<file path="src/rtl/audio_sample_packer_writer.sv">
// Packs pairs of audio samples into RAM words and writes them into a wrapping
// address window; one-shot or ring capture, with early stop and partial flush.
module audio_sample_packer_writer #(
    parameter int MEM_AW     = 12,
    parameter int SAMPLE_W   = 16,
    parameter int CONTINUOUS = 0
) (
    input  logic                  clk,
    input  logic                  reset_n,
    input  logic                  cfg_start,
    input  logic                  cfg_stop,
    input  logic [MEM_AW-1:0]     cfg_base,
    input  logic [MEM_AW-1:0]     cfg_len_m1,
    input  logic                  s_valid,
    output logic                  s_ready,
    input  logic [SAMPLE_W-1:0]   s_data,
    input  logic                  s_last,
    output logic [MEM_AW-1:0]     mem_address,
    output logic [3:0]            mem_byteenable,
    output logic                  mem_chipselect,
    output logic                  mem_write,
    output logic [2*SAMPLE_W-1:0] mem_writedata,
    output logic                  mem_clken,
    output logic                  busy,
    output logic                  done,
    output logic                  frame_done,
    output logic [MEM_AW:0]       words_written,
    output logic [1:0]            dbg_state
);

    typedef enum logic [1:0] {
        IDLE    = 2'd0,
        CAPTURE = 2'd1,
        DONE    = 2'd2
    } state_t;

    localparam logic [MEM_AW:0] WW_MAX = {1'b1, {MEM_AW{1'b0}}};

    state_t                state;
    logic [MEM_AW-1:0]     base_r;
    logic [MEM_AW-1:0]     len_r;
    logic [MEM_AW-1:0]     word_idx;
    logic                  half;
    logic [SAMPLE_W-1:0]   low_r;

    logic                  accept;
    logic                  wr_fire;
    logic                  wr_full;
    logic                  keep_low;
    logic                  go_done;
    logic                  frame_end;
    logic [SAMPLE_W-1:0]   wr_low;

    // Handshake: a sample transfers on a rising edge where s_valid & s_ready;
    // s_ready is high for the whole CAPTURE state and never depends on s_valid.
    assign s_ready        = (state == CAPTURE);
    assign accept         = s_valid & s_ready;
    assign busy           = (state != IDLE);
    assign done           = (state == DONE);
    assign mem_clken      = 1'b1;
    assign mem_chipselect = mem_write;
    assign dbg_state      = state;

    always_comb begin
        wr_fire  = 1'b0;
        wr_full  = 1'b0;
        keep_low = 1'b0;
        go_done  = 1'b0;
        if (state == CAPTURE) begin
            if (accept) begin
                if (half) begin
                    wr_fire = 1'b1;
                    wr_full = 1'b1;
                end else if (s_last || cfg_stop) begin
                    wr_fire = 1'b1;
                end else begin
                    keep_low = 1'b1;
                end
                if (s_last || cfg_stop) go_done = 1'b1;
            end else if (cfg_stop) begin
                // Flush a pending low half as a partial word on early stop.
                go_done = 1'b1;
                wr_fire = half;
            end
        end
        frame_end = wr_fire && (word_idx == len_r);
        if (frame_end && (CONTINUOUS == 0)) go_done = 1'b1;
        wr_low = accept ? s_data : low_r;
    end

    always_ff @(posedge clk) begin
        if (!reset_n) begin
            state          <= IDLE;
            base_r         <= '0;
            len_r          <= '0;
            word_idx       <= '0;
            half           <= 1'b0;
            low_r          <= '0;
            mem_write      <= 1'b0;
            frame_done     <= 1'b0;
            mem_address    <= '0;
            mem_writedata  <= '0;
            mem_byteenable <= 4'b0000;
            words_written  <= '0;
        end else begin
            mem_write  <= wr_fire;
            frame_done <= frame_end;
            if (wr_fire) begin
                mem_address    <= base_r + word_idx;
                mem_writedata  <= wr_full ? {s_data, low_r} : {{SAMPLE_W{1'b0}}, wr_low};
                mem_byteenable <= wr_full ? 4'b1111 : 4'b0011;
                half           <= 1'b0;
                word_idx       <= frame_end ? '0 : word_idx + MEM_AW'(1);
                if (words_written != WW_MAX) words_written <= words_written + (MEM_AW+1)'(1);
            end else if (keep_low) begin
                low_r <= s_data;
                half  <= 1'b1;
            end
            case (state)
                IDLE: begin
                    if (cfg_start) begin
                        base_r        <= cfg_base;
                        len_r         <= cfg_len_m1;
                        word_idx      <= '0;
                        half          <= 1'b0;
                        words_written <= '0;
                        state         <= CAPTURE;
                    end
                end
                CAPTURE: if (go_done) state <= DONE;
                DONE:    state <= IDLE;
                default: state <= IDLE;
            endcase
        end
    end

endmodule

</file>
<file path="config.mk">
export PLATFORM = sky130hd
export DESIGN_NAME = audio_sample_packer_writer
export DESIGN_NICKNAME = d
export VERILOG_FILES = /design/src/rtl/audio_sample_packer_writer.sv
export SDC_FILE = /design/constraint.sdc
export NUM_CORES = 1
export LEC_CHECK = 0
export ABC_CLOCK_PERIOD_IN_PS = 4100
export CORE_MARGIN = 2
export CORE_UTILIZATION = 40
export CTS_CLUSTER_DIAMETER = 40
export DETAILED_ROUTE_END_ITERATION = 6
export PLACE_DENSITY = 0.67
export SYNTH_ARGS = -nofsm -noshare
export SYNTH_HDL_FRONTEND = slang
export SYNTH_SLANG_ARGS = --single-unit
</file>
<file path="constraint.sdc">
create_clock -name clk -period 4.1 [get_ports clk]
set_input_delay 1.025 -clock clk [delete_from_list [all_inputs] [get_ports clk]]
set_output_delay 1.025 -clock clk [all_outputs]
set_load 0.05 [all_outputs]
</file>
==> results of run 1 <==
## power groups by stage
stage | logic, mW | registers (mW) | clock network, mW
final | 0.293 | 1.18 | 1.56
after global routing | 0.318 | 1.18 | 1.63
after CTS | 0.294 | 1.18 | 1.58
after detailed placement | 0.293 | 1.20 | 0
after global placement | 0.290 | 1.20 | 0
after floorplan | 0.141 | 1.24 | 0
## final cells by class
| class | instances | share of cell area |
|---|---|---|
| Multi-Input combinational cell | 441 | 0.371 |
| Sequential cell | 116 | 0.333 |
| Timing Repair Buffer | 120 | 0.172 |
| Clock buffer | 22 | 0.0679 |
| Tap cell | 172 | 0.0308 |
| Clock inverter | 10 | 0.0219 |
| Inverter | 8 | 0.00430 |
## worst max-delay path, stage by stage, from the launching register on
cell and delay (ps):
sky130_fd_sc_hd__dfxtp_1 430, sky130_fd_sc_hd__nand2b_4 90, sky130_fd_sc_hd__inv_1 120, sky130_fd_sc_hd__clkdlybuf4s50_1 840
## cell families after synthesis
kind of cell               after synthesis  share of synthesized area
and+or+nand+nor                        246                      0.217
AOI/OAI and AO/OA                      125                      0.151
DFF                                    116                      0.452
buffers and inverters                   48                     0.0453
xor gates and xnor gates                38                     0.0648
muxes                                   16                     0.0312
adders and majority gates               15                     0.0380
other                                    1                   0.000730
## worst max-delay path by stage
stage                         startpoint                     endpoint  slack (ps)  cells past startpoint
6_report       dbg_state[0]$_SDFFE_PN0P_                      s_ready        1190                      3
5_1_grt                         cfg_stop  words_written[5]$_SDFF_PN0_        1080                      7
4_1_cts        dbg_state[0]$_SDFFE_PN0P_                      s_ready        1180                      3
3_5_place_dp                    cfg_stop  words_written[5]$_SDFF_PN0_         880                      7
3_3_place_gp                    cfg_stop  words_written[8]$_SDFF_PN0_         910                      7
2_1_floorplan  dbg_state[0]$_SDFFE_PN0P_                         busy        1910                      2
## cell usage in the layout, fill, tap and decap left out, types with 3 or more instances in the layout
cell type | synthesis | layout
sky130_fd_sc_hd__nand3_1 | 32 | 32
sky130_fd_sc_hd__buf_4 | 8 | 5
sky130_fd_sc_hd__a211oi_1 | 22 | 22
sky130_fd_sc_hd__o211ai_1 | 4 | 4
sky130_fd_sc_hd__a21oi_1 | 60 | 60
sky130_fd_sc_hd__o21ai_0 | 10 | 10
sky130_fd_sc_hd__or3_1 | 6 | 6
sky130_fd_sc_hd__clkinv_2 | 0 | 5
sky130_fd_sc_hd__o221ai_1 | 3 | 3
sky130_fd_sc_hd__inv_1 | 8 | 7
sky130_fd_sc_hd__and3_1 | 9 | 9
sky130_fd_sc_hd__clkdlybuf4s50_1 | 0 | 114
sky130_fd_sc_hd__nor4_1 | 4 | 4
sky130_fd_sc_hd__xor2_1 | 33 | 33
sky130_fd_sc_hd__a211o_1 | 3 | 3
sky130_fd_sc_hd__bufinv_16 | 0 | 4
sky130_fd_sc_hd__clkbuf_16 | 0 | 17
sky130_fd_sc_hd__nor2_1 | 69 | 69
sky130_fd_sc_hd__a22oi_1 | 16 | 16
sky130_fd_sc_hd__dfxtp_1 | 116 | 116
sky130_fd_sc_hd__nand2_1 | 94 | 94
sky130_fd_sc_hd__xnor2_1 | 5 | 5
sky130_fd_sc_hd__nand4_1 | 15 | 15
sky130_fd_sc_hd__ha_1 | 14 | 14
sky130_fd_sc_hd__a21o_1 | 3 | 3
sky130_fd_sc_hd__clkbuf_8 | 0 | 3
sky130_fd_sc_hd__nor3_1 | 5 | 4
sky130_fd_sc_hd__mux2i_1 | 16 | 16
## state kept, by name, indices dropped and copies added, names as in the netlist, 2 cells and up
name,flops
word_idx,12
mem_address,12
mem_writedata,32
base_r,12
len_r,12
words_written,13
dbg_state,2
low_r,16
mem_byteenable,2
## metrics by stage
step | instance area, um^2 | worst slack [ps] | utilization | hold slack, ps
floorplan | 5140 | 1910 | - | 436
global placement | 6350 | 913 | 0.505 | 441
detailed placement | 6350 | 881 | 0.505 | 447
CTS | 6980 | 1180 | 0.555 | 455
global route | 6980 | 1080 | 0.555 | 478
finish | 6980 | 1190 | 0.555 | 454
## layer usage
metal  wire [um]  GRT usage  vias to the layer above
li1            -          -                     2307
met1        5890      0.237                     2149
met2        5860      0.304                      138
met3         894     0.0550                       20
met4         221     0.0693                        0
met5           0          0                        -
==> results.rst, run 1 <==
.. list-table::
   :header-rows: 1

   * - Metric
     - Value
   * - Number of gates resized after CTS
     - 0
   * - Remaining antenna violation count
     - 0
   * - Setup repair after global routing missed its margin
     - false
   * - Combinational share of power
     - 0.096
   * - Number of ports placed on the die boundary
     - 116
   * - Launch instance of the worst register-to-register path
     - word_idx[0]$_SDFF_PN0_
   * - Max Clock Skew
     - 7.71 ps
   * - Clk buf depth
     - 2
   * - Portion of the post-synthesis area used by sequential elements
     - 0.452
   * - Max-cap violations
     - 0
   * - Worst Hold Launch
     - low_r[13]$_SDFFE_PN0P_
   * - Crit. End Element
     - output port
   * - Leading cell type by number of instances after synthesis
     - sky130_fd_sc_hd__dfxtp_1
   * - Power, Total
     - 3.04 mW
   * - Final hold vios
     - 0
   * - Wire length of the first global-routing pass
     - 21300 um
   * - Syn-to-layout area delta
     - 35.9%
   * - Largest driver fanout on the critical path
     - 5
   * - Slew at the pin closest to its max-slew limit
     - 762 ps
   * - Largest net degree at the start of global routing
     - 65
   * - Most used flip-flop cell after synthesis
     - sky130_fd_sc_hd__dfxtp_1
   * - Setup CP Type
     - reg -> out
   * - Power density over cell area
     - 435 nW/um^2
   * - Antenna violations before repair
     - 0
   * - Chip Height
     - 117 um
   * - Total half-perimeter wirelength after legalization and detailed placement
     - 8910 um
   * - Setup bufs post-CTS
     - 0
   * - Synth top area cells
     - sky130_fd_sc_hd__dfxtp_1, sky130_fd_sc_hd__nand2_1, sky130_fd_sc_hd__a21oi_1
   * - Clock insertion delay at the later pin of the skew report
     - about 410 ps
   * - Horizontal die dimension
     - around 120 um
   * - Number of placed cells counting well taps
     - around 860
   * - Rel. slew slack
     - 0.492
   * - Sinks on the clock net
     - 116
   * - Net count after synthesis
     - 666
   * - Detailed-route via count
     - 4614
   * - Via count of the first global-routing pass
     - 4533
   * - Overall global routing resource usage
     - 0.188
   * - FF-to-FF path depth
     - 7
   * - Most numerous cell types in the synthesized netlist
     - sky130_fd_sc_hd__dfxtp_1, sky130_fd_sc_hd__nand2_1, sky130_fd_sc_hd__nor2_1
   * - Post-Layout Cell Count
     - 889
   * - Syn_area_per_cell
     - 8.49 um^2
   * - Crit start category
     - register
   * - Via-to-Cell Ratio
     - 5.19
   * - Number of standard cells after synthesis
     - 605
   * - Yosys warns
     - 0
   * - Flip-flop and latch count after synthesis
     - 116
   * - Critical path data required time
     - 3070 ps
   * - Buffers on Ports
     - 114
   * - Sequential power share
     - 0.389
   * - Initial core utilization
     - 0.409
   * - Reg area
     - 2320 um^2
   * - Worst-path clk slew
     - 50 ps
   * - Cts-stage hold buffer count
     - 0
   * - Pre-Repair DR Iteration Count
     - 4
   * - Period utilisation layout
     - 0.710
   * - Drc violations
     - 0
   * - Switching Power
     - around 0.7 mW
   * - R2R Setup Slk
     - 1830 ps
   * - Switching Fraction
     - 0.233
   * - Minimum clock period after layout
     - between 2000 and 3000 ps
   * - WP data arrival
     - roughly 1900 ps
   * - CTS Root Cell
     - sky130_fd_sc_hd__clkbuf_16
   * - Average wire per standard cell
     - 14.5 um
   * - Total wirelength of the detailed-routed design
     - 12900 um
   * - Clock share of power
     - 0.515
   * - Final antenna diode count
     - 0
   * - Fraction of layout cells with a size suffix above 1
     - 0.0600
   * - Share of async-settable or async-resettable flops after synthesis
     - 0
   * - Synth unique cells
     - 42
   * - Hold worst-path end
     - low_r[13]$_SDFFE_PN0P_
   * - Hold path cells
     - 2
   * - Type of the worst min-delay path
     - reg -> reg
   * - Leakage power
     - 2.57 nW
   * - End of the worst register-to-register path
     - mem_address[10]$_SDFFE_PN0N_
   * - Cell internal pwr
     - 2.33 mW
   * - Outcome
     - finished clean
   * - Post-synth EDFFs
     - 0
   * - Number of core rows
     - 41
   * - Total number of H-tree levels
     - 4
   * - TritonCTS clock tree
     - yes
   * - Core Area
     - 12600 um^2
   * - Synth Cell Area
     - just over 5000 um^2
   * - Total die area
     - ~14000 um^2
   * - Initial DRC Count
     - approximately 280
   * - GP Congestion
     - 0.911
   * - Congestion Overflow GR
     - 0
   * - Final-layout setup total negative slack
     - 0 ps
   * - Maximum frequency from static timing analysis
     - 343 MHz
   * - Area share of the leading cell type in the synthesized netlist
     - 0.452
   * - Number of buffers inserted during clock tree synthesis
     - 17
   * - Pins over their slew limit
     - 0
   * - Fillers
     - between 1000 and 1500
   * - Final number of setup-violating endpoints
     - 0
   * - Area taken by multi-input logic gates
     - 2590 um^2
   * - Library cell with the largest summed area after synthesis
     - sky130_fd_sc_hd__dfxtp_1
   * - Worst voltage drop across the vdd grid
     - approximately 0.22 mV
   * - Fin nets
     - 765
Note: power is estimated with default switching activity, not from simulation.
==> inputs of run 2 (changes only) <==
--- a/config.mk
+++ b/config.mk
@@ -5,7 +5,7 @@
 export SDC_FILE = /design/constraint.sdc
 export NUM_CORES = 1
 export LEC_CHECK = 0
-export ABC_CLOCK_PERIOD_IN_PS = 4100
+export ABC_CLOCK_PERIOD_IN_PS = 2800
 export CORE_MARGIN = 2
 export CORE_UTILIZATION = 40
 export CTS_CLUSTER_DIAMETER = 40
==> constraint.sdc (replaced) <==
create_clock -name clk -period 2.8 [get_ports clk]
set_input_delay 0.7 -clock clk [delete_from_list [all_inputs] [get_ports clk]]
set_output_delay 0.7 -clock clk [all_outputs]
set_load 0.05 [all_outputs]
==> run 2 against run 1 <==
First-iteration DRC count rose by 20%. Critical endpoint unchanged. Die area is the same. Routed wire length shrank 0.79%. Largest cell class unchanged. Combinational power up 51%. Total power up 46%.
==> results.rst, run 2 (same netlist as run 1, synthesis figures left out) <==
.. list-table::
   :header-rows: 1

   * - Metric
     - Value
   * - Worst voltage drop across the vdd grid
     - 0.324 mV
   * - Leakage power
     - 2.63 nW
   * - Period utilisation layout
     - 0.930
   * - Slew at the pin closest to its max-slew limit
     - 644 ps
   * - Cells along the critical path
     - nand2b_4 -> inv_1 -> clkdlybuf4s50_1
   * - Most common library cell in the layout ignoring fill and taps
     - sky130_fd_sc_hd__dfxtp_1
   * - Max Clock Skew
     - 5.77 ps
   * - Final number of setup-violating endpoints
     - 0
   * - Total number of H-tree levels
     - 4
   * - Detailed-route via count
     - 4646
   * - Minimum clock period after layout
     - approximately 2600 ps
   * - Antenna violations before repair
     - 0
   * - Buffers on Ports
     - approximately 110
   * - Chip Height
     - 117 um
   * - Via count of the first global-routing pass
     - about 4400
   * - Pre-Repair DR Iteration Count
     - 4
   * - Total half-perimeter wirelength after legalization and detailed placement
     - 9290 um
   * - Wire length of the first global-routing pass
     - 21500 um
   * - Outcome
     - finished clean
   * - Core Area
     - 12600 um^2
   * - Detailed route wirelength on metal3
     - ~830 um
   * - Fraction of layout cells with a size suffix above 1
     - 0.0716
   * - Average wire per standard cell
     - 14.2 um
   * - Number of placed cells counting well taps
     - 869
   * - Syn-to-layout area delta
     - 37.7%
   * - Number of ports placed on the die boundary
     - 116
   * - GP Congestion
     - about 0.88
   * - Power density over cell area
     - between 600 and 700 nW/um^2
   * - WP data arrival
     - 1900 ps
   * - CTS Root Cell
     - sky130_fd_sc_hd__clkbuf_16
   * - Initial core utilization
     - 0.409
   * - Number of gates resized after CTS
     - 0
   * - Setup CP Type
     - reg -> out
   * - Max-cap violations
     - 0
   * - Type of the worst min-delay path
     - reg -> reg
   * - Rel. slew slack
     - 0.571
   * - Registers with the most flip-flops
     - mem_writedata (32), low_r (16), words_written (13)
   * - Horizontal die dimension
     - 117 um
   * - Number of core rows
     - 41
   * - Largest net degree at the start of global routing
     - 65
   * - M1 WL
     - 6120 um
   * - Met2 wire length
     - between 5000 and 6000 um
   * - Post-Layout Cell Count
     - 898
   * - Via-to-Cell Ratio
     - 5.17
   * - Clock insertion delay at the later pin of the skew report
     - 400 ps
   * - Setup bufs post-CTS
     - 0
   * - TritonCTS clock tree
     - yes
   * - Fillers
     - 1143
   * - Sinks on the clock net
     - 116
   * - Total die area
     - 13800 um^2
   * - Largest register by flop count
     - mem_writedata
   * - Max reg flops
     - 32
   * - Congestion Overflow GR
     - 0
   * - Maximum frequency from static timing analysis
     - 384 MHz
   * - Clk buf depth
     - 2
   * - Largest driver fanout on the critical path
     - 5
   * - Total wirelength of the detailed-routed design
     - 12800 um
   * - DR top layer
     - met4
   * - Cts-stage hold buffer count
     - 0
   * - Cell with the largest stage delay on the worst path
     - sky130_fd_sc_hd__clkdlybuf4s50_1
   * - Final hold vios
     - 0
   * - Number of buffers inserted during clock tree synthesis
     - 17
   * - Critical path data required time
     - 2100 ps
   * - Worst-path clk slew
     - 50 ps
   * - Final antenna diode count
     - 0
   * - Leading cell types in the layout, fill and taps excluded
     - sky130_fd_sc_hd__dfxtp_1, sky130_fd_sc_hd__clkdlybuf4s50_1, sky130_fd_sc_hd__nand2_1
   * - Setup repair after global routing missed its margin
     - false
   * - Crit. End Element
     - output port
   * - Remaining antenna violation count
     - 0
   * - Initial DRC Count
     - 329
   * - Pins over their slew limit
     - 0
   * - Overall global routing resource usage
     - 0.190
   * - WHS
     - 452 ps
   * - Drc violations
     - 0
   * - Fin nets
     - 777
   * - Crit start category
     - register
   * - Final-layout setup total negative slack
     - 0 ps
   * - Peak per-stage delay on the critical path
     - 840 ps
-- run 2: cell count changes in the layout (fill, tap and decap cells not counted), sizes merged --
| cell | change |
|---|---|
| buf | +12 |
| bufinv | -1 |
| clkbuf | +4 |
| clkinv | -5 |
| clkinvlp | -1 |
-- run 2: layout make-up --
cell class / count / area, um^2 / share of cell area
clock buffers: 26 / 529 / 0.0748
clock inverters: 3 / 90.1 / 0.0127
inverters: 8 / 30.0 / 0.00424
multi-input cells: 441 / 2590 / 0.366
flip-flops and latches: 116 / 2320 / 0.328
well taps: 172 / 215 / 0.0304
repair buffers: 132 / 1300 / 0.184
-- run 2: report_power, final --
group | internal (mW) | switching [mW]
Combinational | 0.178 | 0.264
Sequential | 1.70 | 0.0319
Clock | 1.55 | 0.699
-- run 2: worst max-delay path, delay by kind of cell (launching register included) --
family / cells / cell delay [ps]
flip-flops: 1 / 350
buffers and inverters: 2 / 970
AND/OR/NAND/NOR: 1 / 170
-- run 2: worst paths after layout --
check | start | endpoint | slack (ps) | cells after the start
worst max-delay path | dbg_state[1]$_SDFFE_PN0P_ | s_ready | 200 | 3
worst min register to register | low_r[3]$_SDFFE_PN0P_ | low_r[3]$_SDFFE_PN0P_ | 450 | 2
worst min-delay path | low_r[3]$_SDFFE_PN0P_ | low_r[3]$_SDFFE_PN0P_ | 450 | 2
worst max register to register | word_idx[0]$_SDFF_PN0_ | mem_address[10]$_SDFFE_PN0N_ | 420 | 7
-- run 2: metrics by stage --
step | instance area, um^2 | worst slack, ps | power (mW) | util
after detailed placement | 6450 | 253 | 2.21 | 0.514
final | 7070 | 196 | 4.42 | 0.563
after CTS | 7070 | 186 | 4.46 | 0.563
after global routing | 7070 | 113 | 4.58 | 0.563
after global placement | 6450 | 300 | 2.20 | 0.514
after floorplan | 5140 | 687 | 2.03 | -
-- run 2: metal layers --
layer / track usage / vias to the layer above
met3: 0.0608 / 15
met2: 0.292 / 119
li1: - / 2331
met5: 0 / -
met4: 0.0753 / 0
met1: 0.247 / 2181
==> inputs of run 3 (changes only) <==
--- a/config.mk
+++ b/config.mk
@@ -6,6 +6,7 @@
 export NUM_CORES = 1
 export LEC_CHECK = 0
 export ABC_CLOCK_PERIOD_IN_PS = 2800
+export CORE_ASPECT_RATIO = 2
 export CORE_MARGIN = 2
 export CORE_UTILIZATION = 40
 export CTS_CLUSTER_DIAMETER = 40
==> run 3 against run 2 <==
Final cell count decreased by 2.3%. Clock power decreased by 11%. Utilization decreased by 0.61 points. Non-clock buffer count decreased by 2. Setup slack got worse by 5.0 ps. Sequential power about the same. Sequential cell count unchanged. Combinational power increased by 2%.
==> results.rst, run 3 (same netlist as run 1, synthesis figures left out) <==
.. list-table::
   :header-rows: 1

   * - Metric
     - Value
   * - Power, Total
     - 4.17 mW
   * - Detailed-route via count
     - around 4700
   * - Fraction of layout cells with a size suffix above 1
     - 0.0757
   * - Cell family contributing the most delay on the critical path
     - buffers and inverters
   * - Antenna violations before repair
     - 0
   * - WHS
     - 454 ps
   * - Most common library cell in the layout ignoring fill and taps
     - sky130_fd_sc_hd__dfxtp_1
   * - GP Congestion
     - 0.897
   * - Total number of H-tree levels
     - 4
   * - Number of ports placed on the die boundary
     - approximately 120
   * - Initial core utilization
     - 0.409
   * - Post-Layout Cell Count
     - 877
   * - Horizontal die dimension
     - 84.1 um
   * - Pre-Repair DR Iteration Count
     - 4
   * - Cells along the critical path
     - nand2b_4 -> inv_1 -> clkdlybuf4s50_1
   * - Setup bufs post-CTS
     - 0
   * - Initial DRC Count
     - 206
   * - Max Clock Skew
     - 5.93 ps
   * - Sinks on the clock net
     - 116
   * - Registers with the most flip-flops
     - mem_writedata (32), low_r (16), words_written (13)
   * - Total wirelength of the detailed-routed design
     - 13900 um
   * - Leakage power
     - about 2.6 nW
   * - Pre-CTS WS
     - 202 ps
   * - Leading cell types in the layout, fill and taps excluded
     - sky130_fd_sc_hd__dfxtp_1, sky130_fd_sc_hd__clkdlybuf4s50_1, sky130_fd_sc_hd__nand2_1
   * - Buffers on Ports
     - 114
   * - Layout Utilization
     - 0.557
   * - Max reg flops
     - 32
   * - Cts-stage hold buffer count
     - 0
   * - Via-to-Cell Ratio
     - 5.35
   * - Pins over their slew limit
     - 0
   * - Final hold vios
     - 0
   * - Number of placed cells counting well taps
     - roughly 850
   * - Clk buf depth
     - 2
   * - Final number of setup-violating endpoints
     - 0
   * - CTS Root Cell
     - sky130_fd_sc_hd__clkbuf_16
   * - Power density over cell area
     - around 600 nW/um^2
   * - Combined buffer and inverter count along the critical path
     - 2
   * - Largest register by flop count
     - mem_writedata
   * - Worst Hold Launch
     - low_r[2]$_SDFFE_PN0P_
   * - TritonCTS clock tree
     - yes
   * - Number of buffers inserted during clock tree synthesis
     - 17
   * - Cell with the largest stage delay on the worst path
     - sky130_fd_sc_hd__clkdlybuf4s50_1
   * - Crit. End Element
     - output port
   * - Wire length of the first global-routing pass
     - 22600 um
   * - Syn-to-layout area delta
     - 36.1%
   * - Worst voltage drop across the vdd grid
     - 0.453 mV
   * - Setup CP Type
     - reg -> out
   * - Launch instance of the worst register-to-register path
     - word_idx[0]$_SDFF_PN0_
   * - Area post-placement
     - 6440 um^2
   * - Largest net degree at the start of global routing
     - 55
   * - Critical path data required time
     - ~2100 ps
   * - Core Area
     - 12600 um^2
   * - Period utilisation layout
     - 0.932
   * - Remaining antenna violation count
     - 0
   * - Via count of the first global-routing pass
     - 4701
   * - Crit start category
     - register
   * - Number of core rows
     - 58
   * - Largest driver fanout on the critical path
     - 5
   * - Peak per-stage delay on the critical path
     - 830 ps
   * - Slew at the pin closest to its max-slew limit
     - between 600 and 700 ps
   * - Congestion Overflow GR
     - 0
   * - Worst Slack Setup Final
     - 191 ps
   * - Max-cap violations
     - 0
   * - Chip Height
     - 164 um
   * - Launching instance or port of the critical path
     - dbg_state[0]$_SDFFE_PN0P_
   * - Type of the worst min-delay path
     - reg -> reg
   * - Maximum frequency from static timing analysis
     - approximately 380 MHz
   * - Worst-path clk slew
     - roughly 50 ps
   * - Fin nets
     - 775
   * - Minimum clock period after layout
     - 2610 ps
   * - Total die area
     - 13800 um^2
   * - Final-layout setup total negative slack
     - 0 ps
   * - Overall global routing resource usage
     - 0.206
   * - Final antenna diode count
     - 0
   * - Setup repair after global routing missed its margin
     - false
   * - Average wire per standard cell
     - 15.8 um
   * - Rel. slew slack
     - 0.558
   * - Clock insertion delay at the later pin of the skew report
     - 410 ps
   * - WP data arrival
     - roughly 1900 ps
   * - Drc violations
     - 0
   * - Number of gates resized after CTS
     - 0
   * - Outcome
     - finished clean
   * - Total half-perimeter wirelength after legalization and detailed placement
     - roughly 10000 um
   * - Post-route design area
     - 6990 um^2
==> run 3: power by group <==
group | internal [mW] | switching [mW] | leakage, nW | total [mW]
Clock | 1.23 | 0.764 | 0.271 | 2.00
Combinational | 0.180 | 0.269 | 1.38 | 0.449
Sequential | 1.70 | 0.0327 | 0.940 | 1.73
==> run 3: worst reg2reg max path, cell delays in order (launching register included) <==
cell                       delay, ps
sky130_fd_sc_hd__dfxtp_1         380
sky130_fd_sc_hd__ha_1            270
sky130_fd_sc_hd__fa_1            450
sky130_fd_sc_hd__a211oi_1        390
sky130_fd_sc_hd__o211ai_1        200
sky130_fd_sc_hd__a41oi_1         270
sky130_fd_sc_hd__xor2_1          210
sky130_fd_sc_hd__o21ai_0         100
==> run 3: path summary, 6_finish.rpt <==
path / endpoint / slack [ps] / cells past startpoint
max: s_ready / 190 / 3
min: low_r[2]$_SDFFE_PN0P_ / 450 / 2
max reg2reg: mem_address[10]$_SDFFE_PN0N_ / 420 / 7
min reg2reg: low_r[2]$_SDFFE_PN0P_ / 450 / 2
==> run 3: final cells by class <==
class	instances	area (um^2)
fillers	1149	5560
multi-input cells	441	2590
flip-flops and latches	116	2320
repair buffers	130	1310
clock buffers	18	439
well taps	150	188
clock inverters	14	114
inverters	8	30.0
==> run 3: layer usage <==
| metal | vias to the layer above | track usage | part of all wire |
|---|---|---|---|
| met5 | - | 0 | 0 |
| met4 | 0 | 0.109 | 0.037 |
| met3 | 33 | 0.0523 | 0.040 |
| met2 | 111 | 0.388 | 0.56 |
| met1 | 2213 | 0.202 | 0.36 |
| li1 | 2334 | - | - |
